$ cat src/rtl/pipe_skid_stage.sv
// Pipeline buffer stage: DEPTH-entry circular buffer with valid/ready handshake,
// global enable (rdy_in), flush, and asynchronous active-high reset.
module pipe_skid_stage #(
  parameter int WIDTH = 32,
  parameter int DEPTH = 2,
  parameter int CW    = 4
) (
  input  logic             clk_in,
  input  logic             rst_in,
  input  logic             rdy_in,
  input  logic             flush_in,
  input  logic             in_valid,
  input  logic [WIDTH-1:0] in_data,
  output logic             in_ready,
  output logic             out_valid,
  output logic [WIDTH-1:0] out_data,
  input  logic             out_ready,
  output logic [CW-1:0]    count_out
);

  localparam int AW = (DEPTH > 1) ? $clog2(DEPTH) : 1;
  localparam logic [CW-1:0] DEPTH_C = CW'(DEPTH);

  logic [WIDTH-1:0] r_mem [DEPTH];
  logic [AW-1:0]    r_wptr;
  logic [AW-1:0]    r_rptr;
  logic [CW-1:0]    r_count;

  logic w_push;
  logic w_pop;
  logic w_flush;
  logic w_not_full;

  assign w_not_full = (r_count < DEPTH_C);
  // Gated by rst_in so the stage never advertises space while held in reset.
  assign in_ready   = rdy_in & w_not_full & ~flush_in & ~rst_in;
  assign out_valid  = (r_count != '0);
  assign out_data   = out_valid ? r_mem[r_rptr] : '0;
  assign count_out  = r_count;

  assign w_push  = in_valid & in_ready;
  assign w_pop   = out_valid & out_ready & rdy_in & ~flush_in;
  assign w_flush = rdy_in & flush_in;

  always_ff @(posedge clk_in or posedge rst_in) begin
    if (rst_in) begin
      r_wptr  <= '0;
      r_rptr  <= '0;
      r_count <= '0;
    end else if (w_flush) begin
      r_wptr  <= '0;
      r_rptr  <= '0;
      r_count <= '0;
    end else begin
      if (w_push) r_wptr <= r_wptr + AW'(1);
      if (w_pop)  r_rptr <= r_rptr + AW'(1);
      unique case ({w_push, w_pop})
        2'b10:   r_count <= r_count + CW'(1);
        2'b01:   r_count <= r_count - CW'(1);
        default: r_count <= r_count;
      endcase
    end
  end

  // Payload storage is not reset; out_data is masked by out_valid instead.
  always_ff @(posedge clk_in) begin
    if (w_push) r_mem[r_wptr] <= in_data;
  end

endmodule

$ cat config.mk
export PLATFORM = sky130hd
export DESIGN_NAME = pipe_skid_stage
export DESIGN_NICKNAME = d
export VERILOG_FILES = /design/src/rtl/pipe_skid_stage.sv
export SDC_FILE = /design/constraint.sdc
export NUM_CORES = 1
export LEC_CHECK = 0
export CORE_MARGIN = 1
export CORE_UTILIZATION = 40
export DETAILED_ROUTE_END_ITERATION = 6
export PLACE_DENSITY = 0.7
export SETUP_SLACK_MARGIN = 0.5
export SYNTH_ARGS = -nofsm -noshare
export SYNTH_HDL_FRONTEND = slang
export SYNTH_SLANG_ARGS = --single-unit
export TNS_END_PERCENT = 30
$ cat constraint.sdc
create_clock -name clk_in -period 7.5 [get_ports clk_in]
set_clock_uncertainty 0.1 [all_clocks]
set_input_delay 1.5 -clock clk_in [delete_from_list [all_inputs] [get_ports clk_in]]
set_output_delay 1.5 -clock clk_in [all_outputs]
set_load 0.02 [all_outputs]
==> flow_summary.json <==
{
  "timing.final.max_slew_violations": 0,
  "grt_start_max_net_pins": 35,
  "synth_nets": 224,
  "total_number_of_clock_tree_sinks": 70,
  "comb_power_share": 0.463,
  "power.total_mw": 1.48,
  "synth-seq-cells": 70,
  "vias": 1711,
  "hold_path_class": "flop to flop",
  "critPathMaxFanout": 5,
  "setup_total_negative_slack_ps": 0,
  "ios": 76,
  "postPlaceCellArea_mm2": 0.00371,
  "cp-start-kind": "input pin",
  "cts_tree": "built",
  "worstSetupPathType": "input pin to primary output",
  "fraction_of_registers_with_async_set_reset": 0.0857,
  "insertedDiodeCount": 0,
  "p_int_mw": 0.934,
  "port_buffers": 75,
  "setup_viol": 0,
  "status": "finished clean",
  "cts_post_setup_buffers_inserted": 0,
  "final_routed_drc_violation_total": 0,
  "reg_to_reg_critical_path_endpoint": "count_out[3]",
  "tritonroute_pass_1_iters": 3,
  "dieHeight_um": 86.5,
  "synth_top_cells_by_count": "edfxtp_1 (64), mux2i_1 (34), nor2_1 (34)",
  "worst_slew_pin_slew_ps": 973,
  "layout.filler_cells": 580,
  "critPathMostFrequentCell": "clkdlybuf4s50_1",
  "area_delta_synth_final_pct": 36.3,
  "hpwlAfterDp_um": 3140,
  "met1_usage": 0.170,
  "avgRoutedWirePerCell_um": 13.8,
  "final_min_period_over_clock_period": 0.604,
  "hold_path_depth": 2,
  "vdd.ir_drop.worst_mv": 0.153,
  "yosysSeqAreaShare": 0.725,
  "crit_buf_inv": 2,
  "synthesis.area_per_instance_um2": 15.6,
  "synthTopCellsByArea": "edfxtp_1 (67%), mux2i_1 (12%), dfrtp_1 (5.3%), nor2_1 (4.5%), buf_2 (1.1%)",
  "gpl.final_weighted_congestion": 0.832,
  "critical_path_arrival_ps": 2930,
  "p_sw_frac": 0.370,
  "hold_violations": 0,
  "clock_tree_root": "clkbuf_8",
  "cts-htree-levels": 3,
  "cts_hold_buffers": 0,
  "clock_tree.buffer_depth": 2,
  "global_route.usage.met2": 0.258,
  "cts-buffers-inserted": 9,
  "setup.reg_to_reg.worst_slack_ps": 4930,
  "synth-edff-count": 64,
  "yosys.cell_count.top_type": "edfxtp_1",
  "endpoint_of_the_worst_hold_timing_path": "count_out[2]",
  "antenna_found_initial": 0,
  "critical_path.top_delay_family": "buffers and inverters",
  "grt_pass1_vias": 1750,
  "layout-drive-gt1-share": 0.0861,
  "std_cell_rows": 30,
  "power_density_mw_per_mm2": 381,
  "cellLeakagePower_nw": 1.34,
  "iter_0_drt_violations": 46,
  "gr-usage-all-layers": 0.148,
  "grt_setup_unrepaired": "no",
  "timing.max_slew.rel_slack": 0.351,
  "synth-main-ff-cell": "edfxtp_1",
  "startpoint": "flush_in",
  "design.core.area_mm2": 0.00683,
  "total_switching_power_mw": 0.549,
  "finalCriticalPeriod_ps": 4530,
  "yosys_warnings": 0,
  "routed_wirelength_um": 5010,
  "worst_path_max_delay_cell": "clkdlybuf4s50_1",
  "route.antenna.remaining_nets": 0,
  "synthDominantAreaCellType": "edfxtp_1",
  "share_seq_of_total_power": 0.349,
  "grt_busiest_layer": "met2",
  "netlist_area_mm2": 0.00286,
  "ff2ff_path_depth": 8,
  "grt.overflow.total": 0,
  "netlist.area_leader.share": 0.673,
  "netlist-cell-type-count": 32,
  "worstPathCellList": "clkdlybuf4s50_1 -> nand2b_1 -> nor3_1 -> clkdlybuf4s50_1",
  "area_of_all_placed_cells_without_fillers_mm2": 0.00389,
  "fmaxAchievable_ghz": 0.221,
  "area_of_the_die_mm2": 0.00749,
  "critical-path-max-stage-delay_ps": 620,
  "initial_utilization": 0.418,
  "postSynthCellCount": 183,
  "worst_skew_pair.late_latency_ps": 330,
  "grt_first_pass_wirelength_um": 8160,
  "clock_power_share": 0.188,
  "drv.max_cap_violation_count": 0,
  "num-nets-final": 304,
  "holdCritStartpoint": "count_out[2]",
  "worstPathRequired_ps": 5900,
  "dieWidth_um": 86.5,
  "crit_path_end_kind": "primary output",
  "resized_gates_after_cts": 0,
  "cts.reportedPaths.clkPinSlew_ps": 70,
  "globalRouteMet3Util": 0.0390,
  "rr_startpoint": "count_out[2]",
  "detail_route.vias_per_cell": 4.71
}
[flip-flops by register name (all words and copies together), names as in the netlist]
name and count:
r_wptr 1, count_out 4, r_mem 64, r_rptr 1
[area by class of cell]
| type | instances | area [um^2] | area share |
|---|---|---|---|
| clock buffer | 10 | 128 | 0.0328 |
| clock inverter | 5 | 51.3 | 0.0132 |
| inverter | 4 | 15.0 | 0.00386 |
| multi-input combinational | 102 | 748 | 0.192 |
| sequential | 70 | 2070 | 0.532 |
| tap | 96 | 120 | 0.0308 |
| timing repair buffer | 76 | 758 | 0.195 |
[worst min-delay path, delay by kind of cell, from the launching register on]
kind	cells	cell delay, ps
muxes	1	60
DFF	1	470
and+or+nand+nor	1	90
[power groups by stage]
stage	logic [mW]	clock network (mW)	registers, mW
2_1_floorplan	0.408	0	0.491
3_3_place_gp	0.692	0	0.528
3_5_place_dp	0.696	0	0.529
4_1_cts	0.698	0.284	0.520
5_1_grt	0.736	0.303	0.527
6_report	0.686	0.279	0.518
[worst max path at each step]
stage,endpoint,slack (ps),cells past startpoint
2_1_floorplan,r_mem[0][0],3700,3
3_3_place_gp,in_ready,3000,4
3_5_place_dp,in_ready,2970,4
4_1_cts,in_ready,2960,4
5_1_grt,in_ready,2900,4
6_report,in_ready,2970,4
[through the flow]
| stage | instances | hold slack, ps | utilization | setup slack, ps |
|---|---|---|---|---|
| floorplan | 183 | 447 | - | 3700 |
| global route | 363 | 631 | 0.570 | 2900 |
| finish | 363 | 567 | 0.570 | 2970 |
| detailed placement | 348 | 564 | 0.544 | 2970 |
| global placement | 348 | 555 | 0.544 | 3000 |
| CTS | 363 | 574 | 0.570 | 2960 |
[layout by cell type, fill, tap and decap left out, drive strengths merged, types with 3 or more instances in the layout]
cell type,instances
mux2i,34
clkdlybuf4s50,75
clkinv,3
nor2,34
dfrtp,6
inv,4
and3,3
nand2,5
edfxtp,64
nor3,3
clkbuf,10
[cell families (layout without fill, tap and decap cells)]
| logic type | Yosys count | after routing | share of synthesized area |
|---|---|---|---|
| AND/OR/NAND/NOR | 51 | 51 | 0.0793 |
| buffers and inverters | 11 | 95 | 0.0171 |
| adder cells (fa/ha/maj) | 3 | 3 | 0.0158 |
| flip-flops | 70 | 70 | 0.725 |
| AO/OA/AOI/OAI | 11 | 11 | 0.0337 |
| multiplexers | 35 | 35 | 0.123 |
| XOR/XNOR | 2 | 2 | 0.00613 |
[layer usage]
layer,part of all wire,vias to the layer above
li1,-,840
met1,0.44,817
met2,0.50,44
met3,0.042,10
met4,0.019,0
met5,0,-
Power figures use the tool's default switching activity.
